**src/rtl/goal_sprite_fetch.sv**
```systemverilog
// goal_sprite_fetch: converts the VGA scan position into a read address for the
// 105x110 goal sprite ROM and qualifies the returned palette index. Sprite rows
// are tracked incrementally (row_base += SPRITE_W per line), so no multiplier is
// needed. The goal position is latched once per frame, so the sprite never tears.
module goal_sprite_fetch #(
  parameter int SPRITE_W        = 105,
  parameter int SPRITE_H        = 110,
  parameter int ADDR_W          = 14,
  parameter int IDX_W           = 5,
  parameter int TRANSPARENT_IDX = 0
) (
  input  logic              Clk,
  input  logic              Reset_n,
  input  logic              frame_start,
  input  logic [9:0]        goal_x,
  input  logic [9:0]        goal_y,
  input  logic [9:0]        DrawX,
  input  logic [9:0]        DrawY,
  input  logic              pixel_valid,
  output logic [ADDR_W-1:0] read_address,
  input  logic [IDX_W-1:0]  rom_data,
  output logic              goal_on,
  output logic [IDX_W-1:0]  goal_index
);

  localparam logic [1:0] WAIT_TOP  = 2'd0;
  localparam logic [1:0] IN_SPRITE = 2'd1;
  localparam logic [1:0] BELOW     = 2'd2;

  logic [1:0]        state;
  logic [9:0]        gx_q;
  logic [9:0]        gy_q;
  logic [ADDR_W-1:0] row_base;
  logic [6:0]        row_cnt;
  logic              pv_q;
  logic              hit_d1;
  logic              hit_d2;

  logic [10:0]       dx;
  logic              col_hit;
  logic              top_row;
  logic              eol;
  logic              hit;
  logic              goal_on_next;

  // Column/row qualification of the current scan position.
  always_comb begin
    dx           = {1'b0, DrawX} - {1'b0, gx_q};
    col_hit      = (DrawX >= gx_q) && (dx < 11'(SPRITE_W));
    top_row      = (DrawY == gy_q);
    eol          = pv_q && !pixel_valid;
    hit          = pixel_valid && col_hit &&
                   ((state == IN_SPRITE) || ((state == WAIT_TOP) && top_row));
    goal_on_next = hit_d2 && (rom_data != IDX_W'(TRANSPARENT_IDX));
  end

  // Frame latch and row-tracking FSM; frame_start overrides everything else.
  always_ff @(posedge Clk) begin
    if (!Reset_n) begin
      state    <= BELOW;
      gx_q     <= '0;
      gy_q     <= '0;
      row_base <= '0;
      row_cnt  <= '0;
    end else if (frame_start) begin
      state    <= WAIT_TOP;
      gx_q     <= goal_x;
      gy_q     <= goal_y;
      row_base <= '0;
      row_cnt  <= '0;
    end else begin
      case (state)
        WAIT_TOP: begin
          if (pixel_valid && top_row)
            state <= IN_SPRITE;
        end
        IN_SPRITE: begin
          if (eol) begin
            if (row_cnt == 7'(SPRITE_H - 1)) begin
              state <= BELOW;
            end else begin
              row_base <= row_base + ADDR_W'(SPRITE_W);
              row_cnt  <= row_cnt + 7'd1;
            end
          end
        end
        default: ;
      endcase
    end
  end

  // Address register, hit delay line aligned to the ROM latency, and output stage.
  // hit_d2 is the flag that lines up with rom_data, giving the two-cycle latency.
  always_ff @(posedge Clk) begin
    if (!Reset_n) begin
      read_address <= '0;
      pv_q         <= 1'b0;
      hit_d1       <= 1'b0;
      hit_d2       <= 1'b0;
      goal_on      <= 1'b0;
      goal_index   <= '0;
    end else begin
      read_address <= hit ? (row_base + ADDR_W'(dx)) : '0;
      pv_q         <= pixel_valid;
      hit_d1       <= hit;
      hit_d2       <= hit_d1;
      goal_on      <= goal_on_next;
      goal_index   <= goal_on_next ? rom_data : '0;
    end
  end

endmodule

```
**config.mk**
```make
export PLATFORM = sky130hd
export DESIGN_NAME = goal_sprite_fetch
export DESIGN_NICKNAME = d
export VERILOG_FILES = /design/src/rtl/goal_sprite_fetch.sv
export SDC_FILE = /design/constraint.sdc
export NUM_CORES = 1
export LEC_CHECK = 0
export BUFFER_PORTS_ARGS = -buffer_cell sky130_fd_sc_hd__buf_2
export CAP_MARGIN = 10
export CORE_MARGIN = 4
export CORE_UTILIZATION = 50
export DETAILED_ROUTE_END_ITERATION = 8
export PLACE_DENSITY_LB_ADDON = 0.05
export SLEW_MARGIN = 20
export SYNTH_ARGS = -nofsm -noshare
export SYNTH_HDL_FRONTEND = slang
export SYNTH_SLANG_ARGS = --single-unit
export TNS_END_PERCENT = 50
```
**constraint.sdc**
```tcl
create_clock -name Clk -period 9.75 [get_ports Clk]
set_clock_uncertainty 0.1 [all_clocks]
set_input_delay 0.975 -clock Clk [delete_from_list [all_inputs] [get_ports Clk]]
set_output_delay 0.975 -clock Clk [all_outputs]
set_load 0.02 [all_outputs]
```
==> out/qor.yml, run 1 <==
status: "complete, no violations"
seq_power_share_pct: 45.1
cpPeakStageDelay_ns: 0.61
synth_cell_types: 59
stdcell_count: 576
die_h_um: 94.49
p_leak_nw: 1.907
cts_sinks: 66
clk_pin_slew_ns: 0.07
cts_tree: "built"
cts_setup_buffers: 0
crit_fanout: 4
grt_pass1_wl_um: 13220
synth.yosys.seq_area_share_pct: 35.33
grt_usage_pct: 18.78
setup_viol: 0
critical_path_arrival_ns: 4.47
routedWlPerCell_um: 13.51
overflow: 0
syn_inst: 408
max_freq_mhz: 228.9
yosys_warnings: 0
yosysTopAreaCell: "dfxtp_1"
drc: 0
grt_max_degree: 31
place.gp.congestion: 0.8700
syn2layout_area_growth_pct: 15.39
ys.flop_type: "dfxtp_1"
ys_top_cells_by_count: "dfxtp_1, nor2_1, nor2b_1"
setup_tns_ns: 0
postCtsHoldBufs: 0
fp.dieW_um: 94.49
relSlewSlack_pct: 44.21
hold-path-endpoint: "hit_d2$_SDFF_PN0_"
clkPwrFrac_pct: 36.5
r2r_end: "read_address[12]$_SDFF_PN0_"
syn_area_mm2: 0.003740
hpwl_um: 5714
end_kind: "flip-flop"
cts-htree-levels: 3
power_uw: 617.4
fin_crit_ns: 4.369
start_util_pct: 51.56
drt_iter0_markers: 114
root_buffer: "clkbuf_8"
dr.pass1.iters: 4
crit_start: "DrawX[0]"
cts_buffers: 9
path_buf_inv: 3
netSwitchingFraction_pct: 27.89
worstPathCellList: "buf_2 > inv_1 > ha_1 > inv_1 > fa_1 > a21o_1 > a221oi_1 > or4b_2 > o311ai_0 > ha_1 > a21o_1 > a21oi_1 > nor2_1 > a2111oi_0 > a211oi_1"
io_buffers: 68
async_flop_share_pct: 0
hp-start: "hit_d1$_SDFF_PN0_"
critPathRequiredTime_ns: 9.85
power_density_mw_per_mm2: 143.1
final_hold_viol_count: 0
die_area_mm2: 0.008927
reg2reg_depth: 13
cts_resized: 0
crit-reg2reg-launch: "gx_q[0]$_SDFFE_PN0P_"
hp-class: "reg -> reg"
slew_violations: 0
num_rows: 31
yosysMostFrequentCell: "dfxtp_1"
final_nets: 548
reg2reg_setup_slack_ns: 5.83
fin_crit_sh_pct: 44.81
hold_path_depth: 1
coreArea_mm2: 0.007253
path_class: "in -> reg"
crit_path_top_delay_cell: "or4b_2"
peakVddDrop_mv: 0.09567
syn_area_per_cell_um2: 9.166
clockBufferDepth: 2
worst_pin_slew_ns: 0.8368
wirelength_um: 7783
grt_pass1_vias: 3035
n_antenna_cell: 0
syn_nets: 483
dp.cells: 561
p_int_uw: 445.2
viasPerCell: 5.271
synth_top_cell_area_share_pct: 35.33
combPwrFrac_pct: 18.4
rsz0062_at_grt: "false"
io_pins: 69
antenna_found_initial: 0
ys_seq_elements: 66
cp_top_family: "compound AO/OA/AOI/OAI gates"
synthTopCellsByArea: "dfxtp_1, ha_1, mux2i_1"
p_sw_uw: 172.2
maxCapViolCount: 0
ant_nets: 0
startpoint_type: "input pin"
synth-edff-count: 0
drive_gt1_share_pct: 20.75
worstSkewPairLatency_ns: 0.35
vias: 3036
==> power groups by stage <==
stage / clock network [mW] / registers, mW / logic, mW
global route: 0.243 / 0.279 / 0.126
detailed placement: 0 / 0.284 / 0.112
finish: 0.225 / 0.278 / 0.114
CTS: 0.232 / 0.278 / 0.113
global placement: 0 / 0.284 / 0.111
floorplan: 0 / 0.283 / 0.0848
==> area by class of cell <==
cell class                      instances  area [um2]
Timing Repair Buffer                   69       347.8
Inverter                               23       86.33
Multi-Input combinational cell        304        2251
Fill cell                             673        2938
Clock inverter                          3       40.04
Tap cell                               99       123.9
Sequential cell                        66        1321
Clock buffer                           12       145.1
==> how the worst max path moves through the flow <==
stage,endpoint,slack [ns],cells past startpoint
2_1_floorplan,read_address[12]$_SDFF_PN0_,5.50,14
3_3_place_gp,read_address[12]$_SDFF_PN0_,5.10,15
3_5_place_dp,read_address[12]$_SDFF_PN0_,5.05,15
4_1_cts,read_address[12]$_SDFF_PN0_,5.39,15
5_1_grt,read_address[12]$_SDFF_PN0_,5.05,15
6_report,read_address[12]$_SDFF_PN0_,5.38,15
==> placed cells by master, fill, tap and decap left out, types with 13 or more instances in the layout <==
cell and instances:
nand2_1 15, a21oi_1 15, mux2i_1 21, nor2b_1 27, xor2_1 24, inv_1 23, o21ai_0 13, buf_2 68
xnor2_1 16, nor2_1 35, dfxtp_1 66, ha_1 24
==> logic make-up (layout without fill, tap and decap cells) <==
kind of cell | after synthesis | in the layout | share of synthesized area, %
simple gates | 145 | 145 | 23.05
compound gates | 72 | 72 | 13.05
flops | 66 | 66 | 35.33
xor+xnor | 40 | 40 | 9.368
buf+inv | 38 | 107 | 4.483
fa+ha+maj | 26 | 26 | 9.100
mux | 21 | 21 | 5.621
==> per-stage QoR <==
step | setup WS, ns | hold WS (ns) | util (%) | area (um2)
6_report | 5.381 | 0.3417 | 59.50 | 4315
5_1_grt | 5.053 | 0.3666 | 59.50 | 4315
4_1_cts | 5.386 | 0.3420 | 59.50 | 4315
3_5_place_dp | 5.048 | 0.3183 | 56.94 | 4130
3_3_place_gp | 5.102 | 0.3368 | 56.94 | 4130
2_1_floorplan | 5.499 | 0.3119 | - | 3740
==> layer usage <==
layer / track usage [%] / part of all wire [%]
met5: 0 / 0
met4: 6.971 / 1.4
met1: 21.44 / 44
met3: 6.534 / 6.4
met2: 32.33 / 48
==> state kept, by name, indices dropped and copies added (netlist names) <==
name,flops
goal_index,5
goal_on,1
gx_q,10
gy_q,10
hit_d1,1
hit_d2,1
pv_q,1
read_address,14
row_base,14
row_cnt,7
state,2
Power figures use the tool's default switching activity.
==> run 2, diff against run 1 <==
ABC_AREA = 1   (was not set)
clock period = 4 ns   (was 9.75 ns; I/O delays follow)
==> out/qor.yml, run 2 <==
grt_usage_pct: 19.79  # +1.0 points
clkPwrFrac_pct: 39.5  # +3.0 points
ant_nets: 0  # unchanged
final_cell_area_mm2: 0.004420  # +2.4%
ys_seq_elements: 66  # unchanged
p_int_mw: 1.147  # +160%
viasPerCell: 4.898  # -7.1%
cts_tree: "built"
grt_max_degree: 35  # +13%
dr.pass1.iters: 4  # unchanged
worstPathCellList: "inv_1 > ha_1 > nand2_1 > nor2_1 > nand2_1 > nand3_1 > nand3_1 > nand2_1 > xnor2_2 > inv_1 > ha_1 > nand2_1 > inv_1 > a21oi_1 > nand2_1 > a21oi_1 > xor2_1 > nor2_2"
peakVddDrop_mv: 0.1636  # +71%
die_h_um: 94.80  # +0.33%
syn_inst: 534  # +31%
path_buf_inv: 3  # unchanged
root_buffer: "clkbuf_8"
die_area_mm2: 0.008987  # +0.67%
synth_cell_types: 34  # -42%
final_nets: 679  # +24%
synthTopCellsByArea: "dfxtp_1, nand2_1, inv_1"
crit_path_top_delay_cell: "ha_1"
cts_setup_buffers: 0  # unchanged
hpwl_um: 6557  # +15%
drc: 0  # unchanged
clk_pin_slew_ns: 0.08  # about the same
routedWlPerCell_um: 11.81  # -13%
cts_buffers: 9  # unchanged
place_area_mm2: 0.004194  # +1.5%
final_common_cell: "nand2_1"
drive_gt1_share_pct: 18.72  # -2.0 points
p_leak_nw: 2.259  # +18%
antenna_found_initial: 0  # unchanged
hp-start: "pixel_valid"
io_buffers: 68  # unchanged
fin_crit_ns: 3.121
crit_path_frequent_cell: "nand2_1"
combPwrFrac_pct: 18.8  # +0.4 points
wirelength_um: 8362  # +7.4%
p_sw_uw: 478.6  # +180%
crit_start: "gx_q[4]$_SDFFE_PN0P_"
max_freq_mhz: 320.4
syn_area_mm2: 0.003767  # +0.74%
crit-reg2reg-launch: "gx_q[4]$_SDFFE_PN0P_"
slew_violations: 0  # unchanged
netSwitchingFraction_pct: 29.45  # +1.6 points
cp_top_family: "simple AND/OR/NAND/NOR gates"
setup_tns_ns: 0  # unchanged
seq_power_share_pct: 41.7  # -3.4 points
path_class: "reg -> reg"
vias: 3468  # +14%
hp-class: "in -> reg"
num_rows: 31  # unchanged
end_kind: "flip-flop"
grt_pass1_vias: 3190  # +5.1%
relSlewSlack_pct: 39.35  # -4.9 points
yosys_warnings: 0  # unchanged
ys.flop_type: "dfxtp_1"
cts_sinks: 66  # unchanged
cpPeakStageDelay_ns: 0.41  # -0.20 ns
worstSkewPairLatency_ns: 0.35  # about the same
synth-edff-count: 0  # unchanged
grt_pass1_wl_um: 14060  # +6.3%
start_util_pct: 51.66  # +0.10 points
critical_path_arrival_ns: 3.25  # -1.22 ns
async_flop_share_pct: 0  # unchanged
fp.dieW_um: 94.80  # +0.33%
syn_nets: 609  # +26%
synth.yosys.seq_area_share_pct: 35.07  # -0.26 points
yosysMostFrequentCell: "nand2_1"
syn2layout_area_growth_pct: 17.34
startpoint_type: "flip-flop"
io_pins: 69  # unchanged
setup_viol: 0  # unchanged
final_cell_mix: "nand2_1, inv_1, buf_2"
clockBufferDepth: 2  # unchanged
place.gp.congestion: 0.9156  # +5.2%
overflow: 0  # unchanged
fin_crit_sh_pct: 78.03
yosysTopAreaCell: "dfxtp_1"
ys_top_cells_by_count: "nand2_1, inv_1, dfxtp_1"
syn_area_per_cell_um2: 7.055  # -23%
drt_iter0_markers: 117  # +2.6%
status: "complete, no violations"
n_antenna_cell: 0  # unchanged
power_density_mw_per_mm2: 367.6  # +160%
crit_fanout: 5  # +1
worst_pin_slew_ns: 0.9088  # +0.07197 ns
cts_resized: 0  # unchanged
coreArea_mm2: 0.007292  # +0.53%
cts-htree-levels: 3  # unchanged
rsz0062_at_grt: "false"
maxCapViolCount: 0  # unchanged
final_hold_viol_count: 0  # unchanged
critPathRequiredTime_ns: 4.13  # -5.72 ns
largestRegisters: "read_address: 14 flops, row_base: 14 flops"
postCtsHoldBufs: 0  # unchanged
synth_top_cell_area_share_pct: 35.07  # -0.26 points
run 2: changes by cell type in the layout (fill, tap and decap cells not counted), moves of 19 or more:
cell | previous run | this run
inv_1 | 23 | 95
nand2_1 | 15 | 98
nand3_1 | 5 | 24
nor2b_1 | 27 | 0
o21ai_0 | 13 | 41
mux2i_1 | 21 | 0
a21oi_1 | 15 | 38
run 2: cell families after synthesis:
logic type / count (synthesis) / share of synthesized area, %
flip-flops: 66 / 35.07
buffers and inverters: 107 / 10.86
XOR/XNOR: 22 / 5.314
AND/OR/NAND/NOR: 223 / 26.93
AO/OA/AOI/OAI: 90 / 12.79
adder cells (fa/ha/maj): 26 / 9.034
run 2: path summary, 6_finish.rpt:
kind                                                     to  slack (ns)  cells after the start
worst max-delay path            read_address[10]$_SDFF_PN0_        0.88                     18
worst min-delay path                        pv_q$_SDFF_PN0_        0.17                      3
worst max register to register  read_address[10]$_SDFF_PN0_        0.88                     18
worst min register to register            hit_d2$_SDFF_PN0_        0.32                      2
run 2: power by group through the flow:
stage | clock (mW) | combinational [mW] | sequential [mW]
floorplan | 0 | 0.228 | 0.692
global placement | 0 | 0.302 | 0.693
detailed placement | 0 | 0.305 | 0.694
CTS | 0.663 | 0.306 | 0.678
global route | 0.690 | 0.352 | 0.680
finish | 0.642 | 0.305 | 0.678
run 2: worst register-to-register path: cells and delay by family (launching register included):
family | cells | cell delay (ns)
simple gates | 9 | 0.87
fa+ha+maj | 2 | 0.75
compound gates | 2 | 0.40
xor+xnor | 2 | 0.38
flops | 1 | 0.31
buf+inv | 3 | 0.17
run 2: cell type report:
class	count	area, um2
tap	99	123.9
fill	777	2872
inverter	97	364.1
sequential	66	1321
clock buffer	9	123.9
clock inverter	7	102.6
timing repair buffer	69	347.8
multi-input combinational	361	2037
run 2: per-stage QoR:
step	total power, mW	util (%)	setup WS, ns	hold WS (ns)	cells
3_3_place_gp	0.9953	57.52	0.7302	0.3091	692
3_5_place_dp	0.9984	57.52	0.7326	0.3126	692
5_1_grt	1.722	60.62	0.5044	0.1554	708
4_1_cts	1.647	60.62	0.8741	0.1542	708
6_report	1.625	60.62	0.8789	0.1656	708
2_1_floorplan	0.9206	-	1.243	0.2905	534
run 2: per-layer routing:
layer / track usage [%] / share of wire (%) / routed length (um) / vias to the layer above
met4: 8.534 / 2.2 / 183 / 0
li1: - / - / - / 1830
met2: 33.18 / 47 / 3959 / 73
met5: 0 / 0 / 0 / -
met1: 24.78 / 46 / 3824 / 1549
met3: 3.586 / 4.7 / 394 / 16
